===== src/rtl/clint_irq_ctrl.sv =====
// Machine-level interrupt front end: registers CLINT/external interrupt levels,
// arbitrates MEI > MSI > MTI and offers one trap at a time to the CPU.
module clint_irq_ctrl #(
  parameter int SYNC_STAGES = 2,
  parameter int CNT_W       = 16
) (
  input  logic             clk,
  input  logic             rst,
  input  logic             mtip,
  input  logic             msip,
  input  logic             meip,
  input  logic             mstatus_mie,
  input  logic [2:0]       mie,
  output logic [2:0]       mip,
  output logic             irq_valid,
  output logic [3:0]       irq_cause,
  input  logic             irq_ready,
  output logic [CNT_W-1:0] irq_cnt
);
  localparam logic [1:0] IDLE     = 2'd0;
  localparam logic [1:0] REQ      = 2'd1;
  localparam logic [1:0] WAIT_CLR = 2'd2;

  logic [SYNC_STAGES-1:0] meip_sync;
  logic [1:0]             tm_sw_q;
  logic [1:0]             state;
  logic [2:0]             sel;       // one-hot of latched source, mip bit order
  logic [2:0]             pend;
  logic [2:0]             win;
  logic [3:0]             win_cause;
  logic                   sel_pend;

  always_ff @(posedge clk) begin
    if (rst) begin
      meip_sync <= '0;
      tm_sw_q   <= '0;
    end else begin
      meip_sync <= {meip_sync[SYNC_STAGES-2:0], meip};
      tm_sw_q   <= {mtip, msip};
    end
  end

  assign mip      = {meip_sync[SYNC_STAGES-1], tm_sw_q};
  assign pend     = mstatus_mie ? (mip & mie) : 3'b000;
  assign sel_pend = |(pend & sel);

  always_comb begin
    win       = 3'b000;
    win_cause = 4'd0;
    if (pend[2]) begin
      win       = 3'b100;
      win_cause = 4'd11;
    end else if (pend[0]) begin
      win       = 3'b001;
      win_cause = 4'd3;
    end else if (pend[1]) begin
      win       = 3'b010;
      win_cause = 4'd7;
    end
  end

  // Cause is latched once per request; later arrivals wait for the next round.
  always_ff @(posedge clk) begin
    if (rst) begin
      state     <= IDLE;
      sel       <= 3'b000;
      irq_valid <= 1'b0;
      irq_cause <= 4'd0;
      irq_cnt   <= '0;
    end else begin
      case (state)
        IDLE: begin
          if (pend != 3'b000) begin
            state     <= REQ;
            sel       <= win;
            irq_cause <= win_cause;
            irq_valid <= 1'b1;
          end
        end
        REQ: begin
          if (irq_ready) begin
            state     <= WAIT_CLR;
            irq_valid <= 1'b0;
            if (irq_cnt != {CNT_W{1'b1}}) irq_cnt <= irq_cnt + CNT_W'(1);
          end else if (!sel_pend) begin
            state     <= IDLE;
            irq_valid <= 1'b0;
          end
        end
        WAIT_CLR: begin
          // Serviced source must drop (or interrupts be masked) before re-arming.
          if (!mstatus_mie || !sel_pend) state <= IDLE;
        end
        default: begin
          state     <= IDLE;
          irq_valid <= 1'b0;
        end
      endcase
    end
  end
endmodule


===== config.mk =====
export PLATFORM = sky130hd
export DESIGN_NAME = clint_irq_ctrl
export DESIGN_NICKNAME = d
export VERILOG_FILES = /design/src/rtl/clint_irq_ctrl.sv
export SDC_FILE = /design/constraint.sdc
export NUM_CORES = 1
export LEC_CHECK = 0
export ABC_CLOCK_PERIOD_IN_PS = 1700
export BUFFER_PORTS_ARGS = -buffer_cell sky130_fd_sc_hd__buf_2
export CORE_MARGIN = 5
export CORE_UTILIZATION = 50
export CTS_CLUSTER_SIZE = 28
export DETAILED_ROUTE_END_ITERATION = 10
export PLACE_DENSITY = 0.76
export SETUP_SLACK_MARGIN = 0.05
export SYNTH_ARGS = -nofsm -noshare
export SYNTH_HDL_FRONTEND = slang
export SYNTH_SLANG_ARGS = --single-unit

===== constraint.sdc =====
create_clock -name clk -period 1.7 [get_ports clk]
set_input_delay 0.255 -clock clk [delete_from_list [all_inputs] [get_ports clk]]
set_output_delay 0.255 -clock clk [all_outputs]
set_load 0.01 [all_outputs]

======== Word-level counts from Yosys, hierarchy flattened ========
Cells that the tools add are included.
cells by class
  add/subtract/negate cells ............... 1
  equal/unequal tests ..................... 6
  muxes and demuxes ....................... 16
  bitwise gates (word level) .............. 3
  reductions and logical operators ........ 10
operator list
  operator                 number
  $add A16 B1 Y16 const B  1
  $ne A16 B16 Y1 const B   1
  $mux W2                  6
  $mux W3                  4
  $reduce_and A3 Y1        3
  $and A3 B3 Y3            2
  $pmux W2 S3              1
  $mux W4                  1
  $ne A2 B2 Y1 const B     2
  $mux W1                  3
  $ne A3 B3 Y1 const B     1
  $pmux W1 S3              1
  $reduce_bool A3 Y1       1
  $reduce_or A3 Y1         1
  $eq A2 B1 Y1 const B     1
  $eq A2 B2 Y1 const B     1
  $logic_not A1 Y1         2
  $logic_not A2 Y1         1
  $reduce_and A2 Y1        1
  $logic_or A1 B1 Y1       1
  $not A1 Y1               1
word-level totals
  register bits after elaboration ......... 30
  input bits .............................. 10
  output and inout port bits .............. 24
  word-level logic and storage cells ...... 43

======== Longest topological paths before layout ========
Gate-level depths: netlist of run 1.
  depth in word-level cells ............... 8
  mapped depth ............................ 5
  mapped depth without buffers ............ 5

======== Worst setup path before layout of run 1 ========
Ideal clock, no wire load.
  path kind ............................... register -> register
  from .................................... register irq_cnt[12]
  to ...................................... register irq_cnt[0]
  library setup time ...................... 0.121 ns
  arrival time ............................ 1.450 ns
  data required time ...................... 1.579 ns
  path slack .............................. 0.129 ns
  stages on the path, launching flop included .. 5
  path buffers ............................ 0
  period minus slack after synthesis ...... 1.571 ns
  cell sequence ........................... dfxtp_1 > nand4_1 > nor4_4 > nor2_2 > mux2_4
between the ends
  cells in the longest elaborated chain, start to end .. 2
ends and longest elaborated chain
  item                         line  source
  start: declaration           18    output logic [CNT_W-1:0] irq_cnt
  start signal: assignment     84    if (irq_cnt != {CNT_W{1'b1}}) irq_cnt <= irq_cnt + CNT_W'(1);
  $ne A16 B16 Y1               84
  $reduce_and A3 Y1 (no line)  n/a
Every way passes these cells.
A chain may end at the register's enable or synchronous reset.

======== Worst setup path in the final report of run 1 ========
  from .................................... register irq_cnt[0]
  to ...................................... register irq_cnt[7]
between the ends
  cells in the longest elaborated chain, start to end .. 2
  elaborated cells between the ends (all ways) .. 3
  classes of those cells .................. 1 x add/sub; 1 x eq/ne; 1 x reduce/logical
ends and longest elaborated chain
  item
  parallel branches: the longest is 2 deep, another holds $add A16 B1 Y16
Parallel ways; which one is timed is not known.

==> flow_summary.json, run 1 <==
{
  "status": "finished clean",
  "fin_crit_sh": 0.924,
  "ys_ff_latch": 27,
  "cts_tree": "yes",
  "hold_buffers": 0,
  "clk_latency_ns": 0.32,
  "avgSynthCellArea_um2": 9.15,
  "clock-sinks": 27,
  "finalNetCount": 192,
  "slew_headroom": 0.760,
  "dieArea_mm2": 0.00374,
  "fmax_ghz": 0.637,
  "synth-async-reset-ratio": 0,
  "track_usage": 0.159,
  "ys_seq_area_frac": 0.413,
  "firstDrtPassIters": 4,
  "synth_area_leaders": "dfxtp_1, a21oi_1, o31ai_1, or4_1, buf_4",
  "synth_nets": 154,
  "end_kind": "flop",
  "crit_path_start_kind": "flop",
  "clock-skew-final_ns": 0.00573,
  "p_per_area_mw_per_mm2": 625,
  "io_pins": 34,
  "hold_depth": 2,
  "tightest_slew_ns": 0.358,
  "antenna_left": 0,
  "numCtsBuffers": 3,
  "synth_common_cells": "dfxtp_1, a21oi_1, nand3_1",
  "antennaDiodeCount": 0,
  "synth_edf_count": 0,
  "synth-main-ff-cell": "dfxtp_1",
  "hpwl_um": 2170,
  "cap_violations": 0,
  "finalInstanceArea_mm2": 0.00160,
  "initial_utilization": 0.524,
  "wirelength_um": 2870,
  "htree_num_levels": 1,
  "grt_pass1_wl_um": 4640,
  "worstHoldStart": "mtip",
  "yosysUniqueCellTypes": 42,
  "cp-startpoint": "irq_cnt[0]",
  "clkTransAtPathRegs_ns": 0.15,
  "yosysMostFrequentCell": "dfxtp_1",
  "port_buffers": 33,
  "grt-ovfl-total": 0,
  "synth_top_area_cell": "dfxtp_1",
  "path_max_fanout": 5,
  "postSynthCellCount": 143,
  "antenna_found_initial": 0,
  "hold_viol": 0,
  "power.leakage_nw": 0.634,
  "num_vias": 1257,
  "area_delta_synth_final_pct": 22.3,
  "fp.dieW_um": 61.2,
  "setup_violations": 0,
  "wire_per_inst_um": 13.7,
  "vdd_drop_max_mv": 0.432,
  "grt_pass1_vias": 1108,
  "finalCriticalPeriod_ns": 1.57,
  "syn_area_mm2": 0.00131,
  "rsz0062_at_grt": "no",
  "core_area_mm2": 0.00250,
  "routed_via_density": 5.99,
  "cts_buffer_depth": 2,
  "drive_gt1_frac": 0.356,
  "routabilityCongestion": 0.851,
  "fin_ws_ns": 0.130,
  "required_ns": 1.96,
  "worstSetupPathType": "reg -> reg",
  "drc_errors": 0,
  "grt_max_degree": 21,
  "worst_ep_arrival_time_ns": 1.83,
  "final_util": 0.640,
  "place_ws_ns": 0.0585,
  "r2r_cells": 6,
  "finalSetupTns_ns": 0,
  "slew_viol_final": 0,
  "drtIter0Drc": 44,
  "die_h_um": 61.2,
  "placed_area_mm2": 0.00152,
  "hp-class": "in -> reg",
  "reg2reg_slack_ns": 0.13,
  "r2r_start": "irq_cnt[0]",
  "rows": 18,
  "synth_top_area_share": 0.413,
  "ys_warn_count": 0,
  "cts_root_buf": "clkbuf_4"
}
-- path summary, 6_finish.rpt --
kind | endpoint
worst min-delay path | tm_sw_q[1]
worst min register to register | meip_sync[1]
worst max register to register | irq_cnt[7]
worst max-delay path | irq_cnt[7]
-- kinds of logic (layout without fill, tap and decap cells) --
group                    Yosys count  in the layout  share of synthesized area
adder cells (fa/ha/maj)            1              1                    0.00956
XOR/XNOR                           1              1                    0.00669
buffers and inverters             14             51                     0.0554
AO/OA/AOI/OAI                     38             38                      0.193
multiplexers                       3              3                     0.0277
AND/OR/NAND/NOR                   59             59                      0.294
flip-flops                        27             27                      0.413
-- timing repair --
action | 4_1_cts | 5_1_grt
pin swaps | 0 | 2
setup buffers | 0 | 1
resized for setup | 0 | 13
setup endpoints to repair | 1 | 12
-- worst max-delay path, cell delays in order (launching register included) --
cell,delay [ns]
dfxtp_2,0.35
ha_2,0.21
nand3_2,0.10
nor4_4,0.06
buf_4,0.15
or4_1,0.47
a21oi_1,0.17
-- registers in the layout (all words and copies together) (netlist names) --
| signal | flops |
|---|---|
| state | 2 |
| meip_sync | 2 |
| sel | 1 |
| tm_sw_q | 2 |
| irq_cause | 3 |
| irq_cnt | 16 |
| irq_valid | 1 |
-- where the power goes --
part / switching (mW) / internal (mW) / total [mW] / leakage [nW]
combinational: 0.0424 / 0.0331 / 0.0755 / 0.396
clock: 0.185 / 0.0880 / 0.273 / 0.0177
sequential: 0.00733 / 0.645 / 0.652 / 0.221
total: 0.235 / 0.766 / 1.00 / 0.634
-- metal layers --
layer  track usage  share of wire
met4        0.0526         0.0094
met5             0              0
met3        0.0356          0.058
met1         0.206           0.45
met2         0.260           0.48
-- stage by stage --
stage / hold slack (ns) / power [mW] / std cells
final: 0.136 / 1.00 / 210
after global routing: 0.117 / 1.05 / 210
after CTS: 0.131 / 1.01 / 209
after detailed placement: 0.434 / 0.741 / 205
after global placement: 0.422 / 0.739 / 205
after floorplan: 0.383 / 0.713 / 143
-- cell type report --
type	count	area, um^2
clock inverter	1	5.00
tap	30	37.5
timing repair buffer	42	233
inverter	5	18.8
clock buffer	3	22.5
fill	218	900
multi-input combinational	102	739
sequential	27	544
-- layout by cell type, fill, tap and decap left out, types with 2 or more instances in the layout --
cell      instances
buf_2            33
dfxtp_1          24
a21oi_1          14
buf_4             9
nand4_1           6
nor2b_1           6
nand3_1           6
nand2_1           6
o31ai_1           6
or4_1             6
nor2_1            5
inv_1             5
o21ai_0           5
or3_1             5
clkbuf_4          3
dfxtp_2           3
nand2b_1          2
a41oi_1           2
and4_1            2
nor3_2            2
a311oi_1          2
Power figures use the tool's default switching activity.
==> run 2: changes to the inputs <==
--- a/config.mk
+++ b/config.mk
@@ -9,6 +9,7 @@
 export BUFFER_PORTS_ARGS = -buffer_cell sky130_fd_sc_hd__buf_2
 export CORE_MARGIN = 5
 export CORE_UTILIZATION = 50
+export CTS_BUF_LIST = sky130_fd_sc_hd__clkbuf_16
 export CTS_CLUSTER_SIZE = 28
 export DETAILED_ROUTE_END_ITERATION = 10
 export PLACE_DENSITY = 0.76
==> flow_summary.json, run 2 (same netlist as run 1, synthesis figures left out) <==
{
  "status": "finished clean",
  "wire_per_inst_um": 14.2,
  "final_common_cell": "buf_2",
  "htree_num_levels": 1,
  "largestRegisters": "irq_cnt x16, irq_cause x3",
  "track_usage": 0.166,
  "drc_errors": 0,
  "clock-skew-final_ns": 0.00326,
  "hold_viol": 0,
  "setup_violations": 0,
  "most-common-layout-cells": "buf_2, dfxtp_1, a21oi_1, buf_4",
  "core_area_mm2": 0.00250,
  "end_kind": "flop",
  "drtIter0Drc": 54,
  "die_h_um": 61.2,
  "area_delta_synth_final_pct": 25.6,
  "antenna_found_initial": 0,
  "port_buffers": 33,
  "p_per_area_mw_per_mm2": 768,
  "max_stage_delay_ns": 0.50,
  "antennaDiodeCount": 0,
  "fin_crit_sh": 0.933,
  "place_ws_ns": 0.0585,
  "dieArea_mm2": 0.00374,
  "cp_slowest_cell": "or4_1",
  "grt-ovfl-total": 0,
  "largest_register_ffs": 16,
  "fmax_ghz": 0.630,
  "cp_cell_sequence": "and4_1 > nand3_1 > or4_1 > a21oi_1",
  "hold_buffers": 0,
  "slew_headroom": 0.763,
  "drive_gt1_frac": 0.328,
  "slew_viol_final": 0,
  "grt_pass1_vias": 1116,
  "hpwl_um": 2170,
  "required_ns": 1.90,
  "regMostFlops": "irq_cnt",
  "cts_buffer_depth": 2,
  "numCtsBuffers": 3,
  "firstDrtPassIters": 4,
  "finalNetCount": 192,
  "wirelength_um": 2990,
  "cap_violations": 0,
  "finalSetupTns_ns": 0,
  "routed_via_density": 5.88,
  "worst_ep_arrival_time_ns": 1.78,
  "grt_pass1_wl_um": 4710,
  "path_max_fanout": 7,
  "tightest_slew_ns": 0.354,
  "finalCriticalPeriod_ns": 1.59,
  "antenna_left": 0,
  "io_pins": 34,
  "cts_root_buf": "clkbuf_16",
  "crit_path_start_kind": "flop",
  "initial_utilization": 0.524,
  "rows": 18,
  "power.leakage_nw": 0.655,
  "routabilityCongestion": 0.851,
  "final_util": 0.658,
  "vdd_drop_max_mv": 0.693,
  "grt_max_degree": 21,
  "fp.dieW_um": 61.2,
  "hp-class": "in -> reg",
  "clk_latency_ns": 0.26,
  "rsz0062_at_grt": "yes",
  "num_vias": 1235,
  "cts_tree": "yes",
  "worstSetupPathType": "reg -> reg",
  "fin_ws_ns": 0.113,
  "clock-sinks": 27,
  "clkTransAtPathRegs_ns": 0.07
}
==> run 2: path summary, 6_finish.rpt <==
path,startpoint,end,slack [ns],depth (start not counted)
min reg2reg,meip_sync[0],meip_sync[1],0.44,1
max reg2reg,irq_cnt[9],irq_cnt[15],0.11,4
min,mtip,tm_sw_q[1],0.20,2
max,irq_cnt[9],irq_cnt[15],0.11,4
==> run 2: final cells by class <==
cell class              instances  area (um^2)
repair buffers                 42          233
clock buffers                   3         75.1
flip-flops and latches         27          541
inverters                       5         18.8
fillers                       205          856
multi-input cells             102          734
clock inverters                 1         5.00
well taps                      30         37.5
==> run 2: stage by stage <==
| step | hold slack, ns | std cells | total power [mW] | cell area (um^2) |
|---|---|---|---|---|
| floorplan | 0.383 | 143 | 0.713 | 1310 |
| CTS | 0.198 | 209 | 1.27 | 1600 |
| global route | 0.200 | 210 | 1.31 | 1640 |
| finish | 0.196 | 210 | 1.26 | 1640 |
| global placement | 0.422 | 205 | 0.739 | 1520 |
| detailed placement | 0.434 | 205 | 0.741 | 1520 |
==> run 2: routing by layer <==
layer,GRT usage,up-vias,part of all wire
li1,-,621,-
met1,0.205,563,0.44
met2,0.260,43,0.47
met3,0.0377,8,0.064
met4,0.108,0,0.026
met5,0,-,0
==> run 2: what timing repair did <==
action                                 CTS  global route
resized for setup                        0             8
setup buffers                            0             1
setup endpoints to repair                0            11
endpoints found under the hold margin    0             0
==> run 2: report_power, final <==
part / switching [mW] / leakage, nW / internal (mW)
clock: 0.218 / 0.0409 / 0.317
combinational: 0.0426 / 0.395 / 0.0331
sequential: 0.00732 / 0.219 / 0.644
==> run 2: critical path: cells and delay by family (launching register included) <==
kind             cells  cell delay, ns
AND/OR/NAND/NOR      3            0.91
flip-flops           1            0.46
AO/OA/AOI/OAI        1            0.15
